`src/rtl/alu_pkg.sv`:
```
// Shared definitions for the ALU round-robin arbiter: opcodes, FSM states,
// and bit positions inside the 4-bit flag vector {lt, eq, gt, overflow}.
package alu_pkg;

  localparam logic [2:0] OP_AND = 3'b000;
  localparam logic [2:0] OP_OR  = 3'b001;
  localparam logic [2:0] OP_ADD = 3'b010;
  localparam logic [2:0] OP_SUB = 3'b011;
  localparam logic [2:0] OP_SLT = 3'b111;

  typedef enum logic [1:0] {
    IDLE = 2'd0,
    EXEC = 2'd1,
    RESP = 2'd2
  } state_t;

  localparam int FLAG_OVF = 0;
  localparam int FLAG_GT  = 1;
  localparam int FLAG_EQ  = 2;
  localparam int FLAG_LT  = 3;

  // 100/101/110 are unassigned; the ALU output is meaningless for them.
  function automatic logic op_legal(input logic [2:0] op);
    return (op == OP_AND) || (op == OP_OR) || (op == OP_ADD) ||
           (op == OP_SUB) || (op == OP_SLT);
  endfunction

endpackage

```
`src/rtl/rr_pick2.sv`:
```
// Two-way round-robin pick. The requester named by ptr wins when both are
// active; a lone requester always wins. Purely combinational.
module rr_pick2 (
  input  logic [1:0] req,
  input  logic       ptr,
  output logic [1:0] gnt
);

  // one-hot grant, pointer side first
  always_comb begin
    gnt = 2'b00;
    if (req[ptr])       gnt[ptr]  = 1'b1;
    else if (req[~ptr]) gnt[~ptr] = 1'b1;
  end

endmodule

```
`src/rtl/alu_rr_arbiter.sv`:
```
// Round-robin arbiter/sequencer sharing one combinational 16-bit ALU between
// the datapath issue logic (requester 0) and the address/branch unit
// (requester 1). One op in flight: IDLE (grant) -> EXEC -> RESP.
// Optional per-requester grant counters: define ALU_ARB_PERF_CNT_EN.
module alu_rr_arbiter
  import alu_pkg::*;
#(
  parameter int W     = 16,
  parameter int CNT_W = 16
) (
  input  logic            clk,
  input  logic            rst,
  input  logic [1:0]      req_valid,
  output logic [1:0]      req_ready,
  input  logic [W-1:0]    req0_x,
  input  logic [W-1:0]    req1_x,
  input  logic [W-1:0]    req0_y,
  input  logic [W-1:0]    req1_y,
  input  logic [2:0]      req0_op,
  input  logic [2:0]      req1_op,
  output logic [1:0]      resp_valid,
  input  logic [1:0]      resp_ready,
  output logic [W-1:0]    resp_z,
  output logic [3:0]      resp_flags,
  output logic            resp_err,
  output logic [W-1:0]    alu_x,
  output logic [W-1:0]    alu_y,
  output logic [2:0]      alu_c,
  input  logic [W-1:0]    alu_z,
  input  logic            alu_lt,
  input  logic            alu_eq,
  input  logic            alu_gt,
  input  logic            alu_ovf
`ifdef ALU_ARB_PERF_CNT_EN
  ,
  output logic [CNT_W-1:0] grant_cnt0,
  output logic [CNT_W-1:0] grant_cnt1
`endif
);

  state_t     state, state_nxt;
  logic       ptr;      // requester that wins a tie
  logic       owner;    // requester whose op is in flight
  logic [1:0] gnt;
  logic       accept;
  logic       resp_hs;

  rr_pick2 u_pick (
    .req (req_valid),
    .ptr (ptr),
    .gnt (gnt)
  );

  // next state plus handshake outputs; both handshakes are masked during rst
  always_comb begin
    state_nxt  = state;
    req_ready  = 2'b00;
    resp_valid = 2'b00;
    accept     = 1'b0;
    resp_hs    = 1'b0;
    case (state)
      IDLE: begin
        if (|gnt && !rst) begin
          accept    = 1'b1;
          req_ready = gnt;
          state_nxt = EXEC;
        end
      end
      EXEC: state_nxt = RESP;
      RESP: begin
        if (!rst) resp_valid[owner] = 1'b1;
        if (resp_ready[owner]) begin
          resp_hs   = 1'b1;
          state_nxt = IDLE;
        end
      end
      default: state_nxt = IDLE;
    endcase
  end

  // state, pointer, ALU operand registers and captured response
  always_ff @(posedge clk) begin
    if (rst) begin
      state      <= IDLE;
      ptr        <= 1'b0;
      owner      <= 1'b0;
      alu_x      <= '0;
      alu_y      <= '0;
      alu_c      <= 3'b000;
      resp_z     <= '0;
      resp_flags <= 4'b0000;
      resp_err   <= 1'b0;
    end else begin
      state <= state_nxt;
      // ALU inputs only move on a new grant, so they hold between ops
      if (accept) begin
        owner <= gnt[1];
        alu_x <= gnt[1] ? req1_x  : req0_x;
        alu_y <= gnt[1] ? req1_y  : req0_y;
        alu_c <= gnt[1] ? req1_op : req0_op;
      end
      if (state == EXEC) begin
        if (op_legal(alu_c)) begin
          resp_z               <= alu_z;
          resp_flags[FLAG_LT]  <= alu_lt;
          resp_flags[FLAG_EQ]  <= alu_eq;
          resp_flags[FLAG_GT]  <= alu_gt;
          resp_flags[FLAG_OVF] <= alu_ovf;
          resp_err             <= 1'b0;
        end else begin
          resp_z     <= '0;
          resp_flags <= 4'b0000;
          resp_err   <= 1'b1;
        end
      end
      if (resp_hs) ptr <= ~owner;
    end
  end

`ifdef ALU_ARB_PERF_CNT_EN
  // saturating per-requester accept counters
  always_ff @(posedge clk) begin
    if (rst) begin
      grant_cnt0 <= '0;
      grant_cnt1 <= '0;
    end else begin
      if (accept && gnt[0] && !(&grant_cnt0)) grant_cnt0 <= grant_cnt0 + 1'b1;
      if (accept && gnt[1] && !(&grant_cnt1)) grant_cnt1 <= grant_cnt1 + 1'b1;
    end
  end
`endif

endmodule

```
`config.mk`:
```
export PLATFORM = sky130hd
export DESIGN_NAME = alu_rr_arbiter
export DESIGN_NICKNAME = d
export VERILOG_FILES = /design/src/rtl/alu_pkg.sv /design/src/rtl/rr_pick2.sv /design/src/rtl/alu_rr_arbiter.sv
export SDC_FILE = /design/constraint.sdc
export NUM_CORES = 1
export LEC_CHECK = 0
export BUFFER_PORTS_ARGS = -buffer_cell sky130_fd_sc_hd__buf_2
export CAP_MARGIN = 40
export CORE_ASPECT_RATIO = 1.75
export CORE_MARGIN = 3
export CORE_UTILIZATION = 40
export CTS_CLUSTER_SIZE = 10
export DETAILED_ROUTE_END_ITERATION = 12
export GPL_ROUTABILITY_DRIVEN = 1
export GPL_TIMING_DRIVEN = 0
export PLACE_DENSITY = 0.82
export SLEW_MARGIN = 20
export SYNTH_ARGS = -nofsm -noshare
export SYNTH_HDL_FRONTEND = slang
export SYNTH_SLANG_ARGS = --single-unit
```
`constraint.sdc`:
```
create_clock -name clk -period 2.35 [get_ports clk]
set_input_delay 0.3525 -clock clk [delete_from_list [all_inputs] [get_ports clk]]
set_output_delay 0.3525 -clock clk [all_outputs]
set_load 0.01 [all_outputs]
```
# [Word-level counts from Yosys, hierarchy flattened]
# Index checks and enable logic that the tools add are counted.
[word_totals] romBits=0 inputBits=96 mem_count=0 regBits=60 latchBits=0 ramBits=0
[op_classes] mux=31 n_reduce_logical=13 magnitude_cmp=6 n_div=0 shifts=0 addsub=0 bitwise_logic=2 n_eq_ne=8 multipliers=0
[ops] operator="$mux 16" n=3
[ops] operator="$mux 2" n=8
[ops] operator="$mux 1" n=14
[ops] operator="$eq 3x2->1 const B" n=2
[ops] operator="$lt 1x2->1 const B" n=3
[ops] operator="$pmux 2 s3" n=1
[ops] operator="$logic_and 1x1->1" n=4
[ops] operator="$logic_or 1x1->1" n=4
[ops] operator="$mux 4" n=1
[ops] operator="$ne 2x2->1 const B" n=2
[ops] operator="$demux 1 s1" n=3
[ops] operator="$eq 3x1->1 const B" n=1
[ops] operator="$eq 3x3->1 const B" n=1
[ops] operator="$ge 1x1->1 const B" n=3
[ops] operator="$logic_not 3->1" n=1
[ops] operator="$mux 3" n=1
[ops] operator="$eq 2x1->1 const B" n=1
[ops] operator="$eq 2x2->1 const B" n=1
[ops] operator="$logic_not 2->1" n=1
[ops] operator="$not 1->1" n=2
[ops] operator="$reduce_and 2->1" n=1
[ops] operator="$reduce_or 2->1" n=1
[ops] operator="$logic_not 1->1" n=1

# [Longest topological paths before layout]
# Gate-level depths: netlist (run 1).
[depth] word_depth=11 mapped_depth=6

# [By module]
# From an unflattened synthesis (run 1), not the netlist that was laid out.
[unflattened] cells_unflattened=237 hier_area_um2=2631.3
[by_module_without_submodules] module="alu_rr_arbiter" instances=1 area_per_inst_um2=2612.5 cells_each=234
[by_module_without_submodules] module="rr_pick2" instances=1 area_per_inst_um2=18.8 cells_each=3

# [Least setup slack after synthesis (run 1)]
# Ideal clock, no wire load.
[synth_timing] path_kind="input port to output port" start="input port req_valid[0]" end="output port req_ready[1]" stages=5 t_arrival_ps=1095 required_time_ps=1997 setup_slack_ps=902 cell_sequence="inv_1 o21ai_2 buf_6 or3_1 nor2_1"
[synth_via] elab_chain_len=8 elab_cells_between_ends=10
[synth_lines] item="from (decl)" line_no="alu_rr_arbiter.sv:13" text="input logic [1:0] req_valid,"
[synth_lines] item="$mux 1 (not written as such) (2 in series)" line_no="rr_pick2.sv:13" text="else if (req[~ptr]) gnt[~ptr] = 1'b1;"
[synth_lines] item="$mux 2" line_no="rr_pick2.sv:13"
[synth_lines] item="$mux 2 (*)" line_no="rr_pick2.sv:12" text="if (req[ptr]) gnt[ptr] = 1'b1;"
[synth_lines] item="$reduce_or 2->1" line_no="alu_rr_arbiter.sv:63" text="if (|gnt && !rst) begin"
[synth_lines] item="$logic_and 1x1->1" line_no="alu_rr_arbiter.sv:63"
[synth_lines] item="$mux 2 (*)" line_no="alu_rr_arbiter.sv:63"
[synth_lines] item="$mux 2 (*)" line_no="alu_rr_arbiter.sv:61" text="case (state)"
[synth_lines] item="to (decl)" line_no="alu_rr_arbiter.sv:14" text="output logic [1:0] req_ready,"
# Every way passes the cells marked *; elsewhere a longest branch is shown, timed or not. The select of a mux whose other input is x is not followed.

# [Worst setup path in the final report (run 1)]
[layout_timing] start="register ptr" end="output port req_ready[1]"
[layout_via] elab_chain_len=11 elab_cells_between_ends=21
[layout_lines] item="from (decl)" line_no="alu_rr_arbiter.sv:42" text="logic ptr;"
[layout_lines] item="from (signal assigned)" line_no="alu_rr_arbiter.sv:116" text="if (resp_hs) ptr <= ~owner;"
[layout_lines] item="$not 1->1" line_no="rr_pick2.sv:13"
[layout_lines] item="$lt 1x2->1 (not written as such) / $ge 1x1->1 (equally long branches)" line_no="rr_pick2.sv:13"
[layout_lines] item="$logic_and 1x1->1 (not written as such)" line_no="rr_pick2.sv:13"
[layout_lines] item="$mux 1 (not written as such)" line_no="rr_pick2.sv:13"
[layout_lines] item="$demux 1 s1"
[layout_lines] item="$mux 2" line_no="rr_pick2.sv:13"
[layout_lines] item="$mux 2 (*)" line_no="rr_pick2.sv:12"
[layout_lines] item="$reduce_or 2->1" line_no="alu_rr_arbiter.sv:63"
[layout_lines] item="$logic_and 1x1->1" line_no="alu_rr_arbiter.sv:63"
[layout_lines] item="$mux 2 (*)" line_no="alu_rr_arbiter.sv:63"
[layout_lines] item="$mux 2 (*)" line_no="alu_rr_arbiter.sv:61"
# Marks and branches as above.

==> out/results.tsv, run 1 <==
metric	value	unit
io_pins	156	
avgSynthCellArea	10.00	sq um
n_antenna_cell	0	
crit_start	ptr	
cts_sinks	60	
grt_antenna_before_repair	1	
synth_warnings	0	
critPathArrivalTime	1520	ps
cts.clk_slew.worst_paths	70	ps
via_count	2456	
drive_gt1_share	44.68	%
dieArea	7353	sq um
setup_viol	0	
synth_cells	253	
placeableCoreArea	6018	sq um
synth_most_common_cell	dfxtp_1	
gp_congestion	0.7560	
outcome	finished clean	
final_max_slew_viol_count	0	
synth_nets	349	
synth_edf_count	0	
p_sw	0.0007216	W
worst_clock_skew	5.366	ps
cp_slowest_cell	dfxtp_1	
drc_errors	0	
synth_top_family_by_area	simple AND/OR/NAND/NOR gates	
gr-usage-met3	5.071	%
drt-wirelength-per-cell	13.58	microns
synth-seq-area-share	47.48	%
hp-start	alu_ovf	
start_util	42.04	%
netlist_top_cells_count	dfxtp_1 (60), mux2i_1 (36), nand3b_1 (35), o21ai_1 (35), nor2_1 (21)	
synth.area.mux_share	14.24	%
die-width	66.12	microns
synth_top_area_cell	dfxtp_1	
tns	0	ps
synth_top_area_share	47.48	%
post-route-min-period	1875	ps
nNetsFinal	514	
crit_path_max_incr_delay	370	ps
ys_seq_elements	60	
p_leak	1.866	nW
cts_max_level	3	
dp.final_hpwl	5.389	mm
grt_pass1_vias	2478	
cts_resized	0	
design_area	3601	sq um
max-cap-violations	0	
cts_buffers	9	
synth.distinct_cells	26	
slew_headroom	70.55	%
period_share	79.80	%
pwr-share-clk	34.8	%
cpLargestDelayFamily	simple AND/OR/NAND/NOR gates	
via_per_inst	4.902	
timing.rr.start	ptr	
synth_xor_area_share	0	%
die_y	111.2	microns
synth.cell_area	2530	sq um
ant_nets	0	
worst_setup_path_start_kind	flop	
cts_tree	done	
drt-initial-drc-count	102	
synth-simple-area-share	17.01	%
synthToLayoutAreaGrowth	42.33	%
power.internal	0.001936	W
fmax	533.3	MHz
netSwitchingFraction	27.15	%
tightest_slew	441.8	ps
holdBufCountCts	0	
worstHoldPathType	input pin to flop	
cp_num_buf_inv	2	
grtUsageMet2	33.58	%
synth_compound_area_share	14.69	%
synthArstFlopShare	0	%
synthFlopType	dfxtp_1	
cp_data_required_time	2000	ps
dpl-instance-area	3398	sq um
path_cells	o21ai_2 -> buf_6 -> or3_1 -> nor2_1 -> buf_2	
grt_overflow_total	0	
clk_path_buf_depth	2	
finalHoldViolations	0	
seqPwrFrac	44.4	%
crit_type	flop to primary output	
critical_path.endpoint_type	primary output	
vdd_drop_max	643.6	uV
synth_fa_ha_area_share	0	%
use_met1	19.71	%
busiest_layer	met2	
netlist_top_cells_area	dfxtp_1 (47%), mux2i_1 (14%), nand3b_1 (10%)	
totalWireLength	6.804	mm
rows	37	
rsz0062_at_grt	no	
cts_setup_buffers	0	
dr.pass1.iters	4	
grt_max_degree	11	
grt_pass1_wl	10.90	mm
worstPathMaxFanout	10	
worstSkewPairLatency	320	ps
p_per_area	738.0	nW/um^2
clockRootBuffer	clkbuf_8	
grt_util_all_layers	18.78	%
combinationalPowerShare	20.8	%
port_buffers	154	
==> cells by family after synthesis <==
family	after synthesis
AND/OR/NAND/NOR	71
flip-flops	60
multiplexers	36
AO/OA/AOI/OAI	62
buffers and inverters	24
==> power groups by stage <==
stage	Sequential, W	Combinational (W)	Clock [W]
final	0.00118	0.000553	0.000926
after floorplan	0.00124	0.000272	0
after CTS	0.00118	0.000562	0.000950
after detailed placement	0.00120	0.000560	0
after global placement	0.00120	0.000545	0
after global routing	0.00119	0.000613	0.00100
==> registers in the layout, indices dropped and copies added, names as in the netlist <==
register    cells
alu_y          16
state           2
resp_z         16
alu_c           3
owner           1
ptr             1
resp_err        1
alu_x          16
resp_flags      4
==> path summary, 6_finish.rpt <==
path | end | slack (ps) | cells past startpoint
hold / removal | resp_flags[0] | 270 | 3
hold reg to reg | alu_y[12] | 480 | 2
setup / recovery | req_ready[1] | 470 | 5
setup reg to reg | alu_x[1] | 1080 | 5
==> stage by stage <==
step	power [W]	utilization (%)	hold slack (ps)	instances	worst slack [ps]
final	0.002658	59.83	266.0	501	474.8
after global routing	0.002805	59.83	264.7	501	383.5
after CTS	0.002690	59.83	256.0	501	455.3
after detailed placement	0.001760	56.47	464.8	485	663.0
after global placement	0.001743	56.47	464.2	485	665.4
after floorplan	0.001516	-	463.0	253	902.2
==> layer usage <==
layer	part of all wire, %	wire length (microns)
met5	0.26	18
met2	54	3655
met3	7.2	493
met4	2.5	168
met1	36	2468
==> worst register-to-register path: cells and delay by family (launching register included) <==
kind,cells,cell delay [ps]
mux,1,220
flops,1,330
compound gates,2,220
buf+inv,2,370
==> placed cells by master (no fill, tap or decap), drive strengths merged <==
cell,Yosys,layout
dfxtp,60,60
and3b,1,1
a21oi,5,5
buf,14,168
mux2i,36,36
or3,1,1
nor2b,2,2
nor2,21,21
clkbuf,8,20
clkinvlp,0,1
o21ai,37,37
nand2b,1,1
inv,2,2
clkinv,0,2
nand2,5,5
bufinv,0,1
and2b,1,1
nor3,2,2
or2,1,1
nor3b,1,1
nand3b,35,35
a22oi,20,20
==> area by class of cell <==
type                            count  area (sq um)
Fill cell                         530          2417
Sequential cell                    60          1201
Multi-Input combinational cell    169          1162
Timing Repair Buffer              154         770.7
Buffer                             22         158.9
Clock buffer                       12         155.1
Tap cell                           78         97.59
Clock inverter                      4         47.55
Inverter                            2         7.507
Note: power is estimated with default switching activity, not from simulation.
==> run 2, diff against run 1 <==
--- a/config.mk
+++ b/config.mk
@@ -9,12 +9,12 @@
 export CAP_MARGIN = 40
 export CORE_ASPECT_RATIO = 1.75
 export CORE_MARGIN = 3
-export CORE_UTILIZATION = 40
+export CORE_UTILIZATION = 39
 export CTS_CLUSTER_SIZE = 10
 export DETAILED_ROUTE_END_ITERATION = 12
 export GPL_ROUTABILITY_DRIVEN = 1
 export GPL_TIMING_DRIVEN = 0
-export PLACE_DENSITY = 0.82
+export PLACE_DENSITY = 0.84
 export SLEW_MARGIN = 20
 export SYNTH_ARGS = -nofsm -noshare
 export SYNTH_HDL_FRONTEND = slang
==> constraint.sdc (replaced) <==
create_clock -name clk -period 1.54 [get_ports clk]
set_input_delay 0.231 -clock clk [delete_from_list [all_inputs] [get_ports clk]]
set_output_delay 0.231 -clock clk [all_outputs]
set_load 0.01 [all_outputs]
==> run 2 against run 1 <==
Net effect:
- the run now ends with setup timing left
- register-to-register slack lost 900 ps
- clock skew increased by 1.6 ps
- power rose by 57%
- sequential share of layout area fell by 0.58 points
- critical path depth shrank 1
- hold slack worse by 140 ps
- global-route usage down 0.59 points
- combinational power grew 56%
- sequential cell count is the same
- non-clock buffer count grew 3
- critical path type unchanged
- critical endpoint unchanged
- largest cell class unchanged
- highest routed layer is now met4
==> out/results.tsv, run 2 (synthesized netlist as in run 1, its figures left out) <==
metric	value	unit
clk_path_buf_depth	2	
seq_area	1204	sq um
worst_setup_path_start_kind	flop	
io_pins	156	
via_count	2472	
p_per_area	1139	nW/um^2
setup_viol	1	
die_y	112.5	microns
worst_clock_skew	6.923	ps
reg2reg_slack	180	ps
ant_nets	0	
worstSkewPairLatency	340	ps
crit_path_max_incr_delay	370	ps
gr-usage-met3	5.506	%
p_leak	1.893	nW
gp_congestion	0.6849	
n_antenna_cell	0	
cts_sinks	60	
placeableCoreArea	6228	sq um
multi_input_area	1191	sq um
seqPwrFrac	43.1	%
slew_headroom	70.42	%
drt-wirelength-per-cell	13.57	microns
power	0.004184	W
final_max_slew_viol_count	0	
totalWireLength	6.864	mm
cts_max_level	3	
post-route-min-period	1571	ps
cp_slowest_cell	dfxtp_2	
fin_cells	506	
dieArea	7528	sq um
critical_path.endpoint_type	primary output	
netSwitchingFraction	26.89	%
path_cells	o21ai_4 -> or3_4 -> nor2_1 -> buf_2	
die-width	66.89	microns
fillerInstances	585	
pwr-share-clk	36.4	%
grt_max_degree	11	
worstPathMaxFanout	3	
worstHoldPathType	input pin to flop	
crit_type	flop to primary output	
grt_pass1_vias	2392	
cts.clk_slew.worst_paths	70	ps
layout_commonest_cell	buf_2	
grtUsageMet2	32.69	%
port_buffers	154	
grt_antenna_before_repair	0	
clockRootBuffer	clkbuf_8	
via_per_inst	4.885	
drive_gt1_share	46.71	%
rows	38	
grt_util_all_layers	18.19	%
dr.pass1.iters	4	
period_share	102.0	%
cts_buffers	9	
busiest_layer	met2	
dpl-instance-area	3401	sq um
rsz0062_at_grt	yes	
max-cap-violations	0	
final_cell_mix	buf_2 (162), dfxtp_1 (58), mux2i_1 (36)	
tightest_slew	443.8	ps
combinationalPowerShare	20.6	%
vdd_drop_max	633.4	uV
use_met1	19.02	%
dp.final_hpwl	5.312	mm
violations	setup timing	
p_sw	0.001125	W
critPathArrivalTime	1340	ps
cts_tree	done	
cpLargestDelayFamily	simple AND/OR/NAND/NOR gates	
power.internal	0.003059	W
finalHoldViolations	0	
fin_ws	-31.23	ps
start_util	40.62	%
reg.largest.list	alu_x (16), alu_y (16), resp_z (16)	
synthToLayoutAreaGrowth	45.15	%
cp_num_buf_inv	1	
dp_cells	487	
grt_pass1_wl	10.54	mm
drc_errors	0	
fmax	636.4	MHz
outcome	finished, violations left	
cp_data_required_time	1310	ps
grt_overflow_total	0	
drt-initial-drc-count	129	
design_area	3672	sq um
nNetsFinal	517	
tns	-31.23	ps
## run 2: cell count changes in the layout (fill, tap and decap cells not counted), moves of 2 or more
cell      previous run  this run
o21ai_2              2         0
o21ai_4              0         2
buf_4                2         6
dfxtp_1             60        58
dfxtp_2              0         2
clkbuf_8            11        13
## run 2: what timing repair did
action | in CTS | in global routing
setup endpoints to repair | 2 | 4
hold buffers | 0 | 0
gates cloned | 0 | 0
gates resized for setup | 3 | 5
pin swaps | 1 | 1
buffers inserted | 2 | 2
## run 2: area by class of cell
cell class	instances	area share [%]
well taps	80	2.726
inverters	2	0.2044
clock buffers	13	4.872
flip-flops and latches	60	32.78
multi-input cells	169	32.44
plain buffers	21	4.020
repair buffers	158	21.81
clock inverters	3	1.158
## run 2: per-layer routing
| metal | vias up | share of wire (%) | routed length, microns |
|---|---|---|---|
| met5 | - | 0 | 0 |
| met4 | 0 | 1.6 | 112 |
| met3 | 8 | 7.1 | 490 |
| met2 | 93 | 53 | 3665 |
| met1 | 1128 | 38 | 2595 |
| li1 | 1243 | - | - |
## run 2: tightest hold or removal path: stages
cell and delay [ps]:
buf_2 80, a22oi_1 50, nor2_1 70
## run 2: final timing paths
kind,from,to,cells after the start
setup / recovery,ptr,req_ready[1],4
hold / removal,alu_z[8],resp_z[8],3
setup reg to reg,ptr,alu_x[1],5
hold reg to reg,alu_y[5],alu_y[5],2
## run 2: power by group through the flow
stage | logic, W | registers (W) | clock network [W]
finish | 0.000861 | 0.00180 | 0.00152
global route | 0.000954 | 0.00182 | 0.00162
CTS | 0.000866 | 0.00180 | 0.00156
detailed placement | 0.000853 | 0.00183 | 0
global placement | 0.000833 | 0.00183 | 0
floorplan | 0.000415 | 0.00190 | 0
## run 2: metrics by stage
stage / worst slack [ps] / utilization, % / hold WS [ps]
floorplan: 255.3 / - / 379.3
global placement: 109.3 / 54.60 / 461.7
detailed placement: 122.1 / 54.60 / 465.0
CTS: -126.1 / 58.54 / 116.8
global route: -88.61 / 58.96 / 121.0
finish: -31.23 / 58.96 / 127.5
==> run 3, diff against run 2 <==
--- a/config.mk
+++ b/config.mk
@@ -14,8 +14,9 @@
 export DETAILED_ROUTE_END_ITERATION = 12
 export GPL_ROUTABILITY_DRIVEN = 1
 export GPL_TIMING_DRIVEN = 0
-export PLACE_DENSITY = 0.84
+export PLACE_DENSITY = 0.83
 export SLEW_MARGIN = 20
 export SYNTH_ARGS = -nofsm -noshare
 export SYNTH_HDL_FRONTEND = slang
+export SYNTH_HIERARCHICAL = 1
 export SYNTH_SLANG_ARGS = --single-unit
==> run 3 against run 2 <==
Net effect:
- the flow still finishes with violations (setup timing)
- routed wire length up 13%
- first-iteration DRC count down 15%
- sequential power down 2%
- register-to-register slack worse by 170 ps
- largest cell class is now multi-input gates
- hold slack worse by 3.2 ps
- power up 16%
- die area up 3.7%
- sequential cell count unchanged
- clock power up 38%
- cell count down 0.99%
- combinational power up 17%
- maximum frequency down 1.0%
==> out/results.tsv, run 3 <==
metric	value	unit
synth.cell_area	2631	sq um
clk_path_buf_depth	2	
grt_overflow_total	0	
start_util	40.24	%
dp.final_hpwl	5.560	mm
synth_warnings	6	
rsz0062_at_grt	yes	
via_count	2558	
totalWireLength	7.733	mm
synth_cells	237	
period_share	103.1	%
critPathArrivalTime	1360	ps
worstPathMaxFanout	3	
synth_top_area_share	45.65	%
path_cells	nor3_4 -> buf_6 -> clkbuf_16 -> and2_4 -> buf_6	
port_buffers	154	
cp.depth	5	
n_antenna_cell	0	
pwr-share-clk	43.1	%
fin_util	63.61	%
cpLargestDelayFamily	flip-flops	
max-cap-violations	0	
wl_met3	527	microns
reg2reg_depth	7	
worstSkewPairLatency	320	ps
via_per_inst	5.106	
cp-endpoint	req_ready[0]	
ant_nets	0	
final_max_slew_viol_count	0	
grt_antenna_before_repair	0	
worst_setup_path_start_kind	flop	
combinationalPowerShare	20.8	%
synth-seq-area-share	45.65	%
cts_sinks	60	
synth_nets	333	
reg.largest.list	alu_x (16), alu_y (16), resp_z (16)	
slew_headroom	52.51	%
reg2reg_slack	10	ps
placeableCoreArea	6539	sq um
cp_data_required_time	1310	ps
drt-initial-drc-count	110	
p_leak	1.915	nW
io_pins	156	
grt_max_degree	12	
outcome	finished, violations left	
place_ws	-327.3	ps
grt_util_all_layers	19.19	%
worstHoldPathType	input pin to flop	
avgSynthCellArea	11.10	sq um
dr_wl_met2	4.380	mm
nNetsFinal	510	
dr.pass1.iters	5	
critical_path.endpoint_type	primary output	
grt_pass1_wl	11.44	mm
crit_start	state[1]	
post-route-min-period	1587	ps
crit_type	flop to primary output	
p_per_area	1172	nW/um^2
setup_viol	2	
clockRootBuffer	clkbuf_16	
cts_max_level	3	
p_sw	0.001258	W
dp_cells	473	
power.internal	0.003616	W
synth.distinct_cells	24	
drc_errors	0	
grt_pass1_vias	2548	
r2r-end	alu_x[1]	
seqPwrFrac	36.1	%
finalHoldViolations	0	
synth_most_common_cell	dfxtp_1	
timing.rr.start	ptr	
fin_cells	501	
fin_ws	-47.07	ps
cp_common_cell	buf_6	
cts.clk_slew.worst_paths	50	ps
crit_path_max_incr_delay	350	ps
drt-wirelength-per-cell	15.44	microns
synthFlopType	dfxtp_1	
topRoutingLayerUsed	met4	
cp_slowest_cell	dfxtp_4	
wl_met1	2.697	mm
layout_commonest_cell	buf_2	
netSwitchingFraction	25.81	%
final_cell_mix	buf_2 (154), dfxtp_1 (57), a21oi_1 (37)	
tightest_slew	712.4	ps
synth_edf_count	0	
ys_seq_elements	60	
violations	setup timing	
synth_top_area_cell	dfxtp_1	
worst_clock_skew	4.683	ps
gp_congestion	0.7279	
synthArstFlopShare	0	%
drive_gt1_share	59.90	%
synthToLayoutAreaGrowth	58.06	%
die-width	68.09	microns
rows	39	
die_y	114.7	microns
vdd_drop_max	891.7	uV
fmax	630.1	MHz
cp_num_buf_inv	3	
netlist_top_cells_count	dfxtp_1 (60), a21oi_1 (37), mux2i_1 (37), a211oi_2 (28), a22o_1 (20)	
dieArea	7807	sq um
cts_buffers	9	
whs	124.2	ps
cts_tree	done	
netlist_top_cells_area	dfxtp_1 (46%), mux2i_1 (14%), a211oi_2 (13%)	
run 3: cell count changes after synthesis, sizes merged, moves of 3 or more:
| cell | previous run | this run |
|---|---|---|
| nor2 | 21 | 3 |
| o21ai | 37 | 0 |
| nand3b | 35 | 0 |
| nand2 | 5 | 0 |
| a22oi | 20 | 0 |
| clkbuf | 8 | 12 |
| a21oi | 5 | 37 |
| and2 | 0 | 3 |
| a211oi | 0 | 35 |
| a22o | 0 | 20 |
| a21boi | 0 | 3 |
run 3: cells by family after synthesis:
family	after synthesis	share of synthesized area (%)
buf+inv	27	5.991
mux	37	14.08
compound gates	97	30.48
flops	60	45.65
simple gates	16	3.804
run 3: power by group through the flow:
stage / clock network (W) / registers [W] / logic [W]
2_1_floorplan: 0 / 0.00184 / 0.000460
3_5_place_dp: 0 / 0.00179 / 0.000863
3_3_place_gp: 0 / 0.00178 / 0.000838
5_1_grt: 0.00219 / 0.00177 / 0.00111
4_1_cts: 0.00214 / 0.00176 / 0.000946
6_report: 0.00210 / 0.00176 / 0.00101
run 3: timing repair:
action,CTS,global route
hold buffers,0,0
cloned,1,2
setup endpoints to repair,36,58
pin swaps,3,8
resized for setup,26,35
endpoints found under the hold margin,0,0
buffers inserted,10,1
run 3: cell type report:
class,instances,area (sq um)
buffer,23,210.2
clock buffer,10,229.0
clock inverter,6,88.84
fill,563,2380
inverter,2,7.507
multi-input combinational,150,1355
sequential,60,1207
tap,82,102.6
timing repair buffer,168,958.4
run 3: layer usage:
layer / track usage, % / up-vias
li1: - / 1244
met1: 19.24 / 1201
met2: 35.05 / 101
met3: 5.305 / 12
met4: 8.632 / 0
met5: 0 / -
run 3: stage by stage:
step,setup TNS (ps),total power (W),instance area (sq um)
global route,-1432,0.005073,4159
CTS,-68.40,0.004850,3998
finish,-79.47,0.004874,4159
detailed placement,-8874,0.002652,3505
global placement,-8245,0.002622,3505
floorplan,0,0.002303,2631
run 3: how the worst min path moves through the flow:
| stage | start | endpoint | cells past startpoint |
|---|---|---|---|
| floorplan | alu_ovf | resp_flags[0] | 1 |
| global route | alu_z[7] | resp_z[7] | 2 |
| CTS | alu_z[7] | resp_z[7] | 2 |
| global placement | alu_eq | resp_flags[2] | 2 |
| finish | alu_z[14] | resp_z[14] | 2 |
| detailed placement | resp_z[3] | resp_z[3] | 1 |
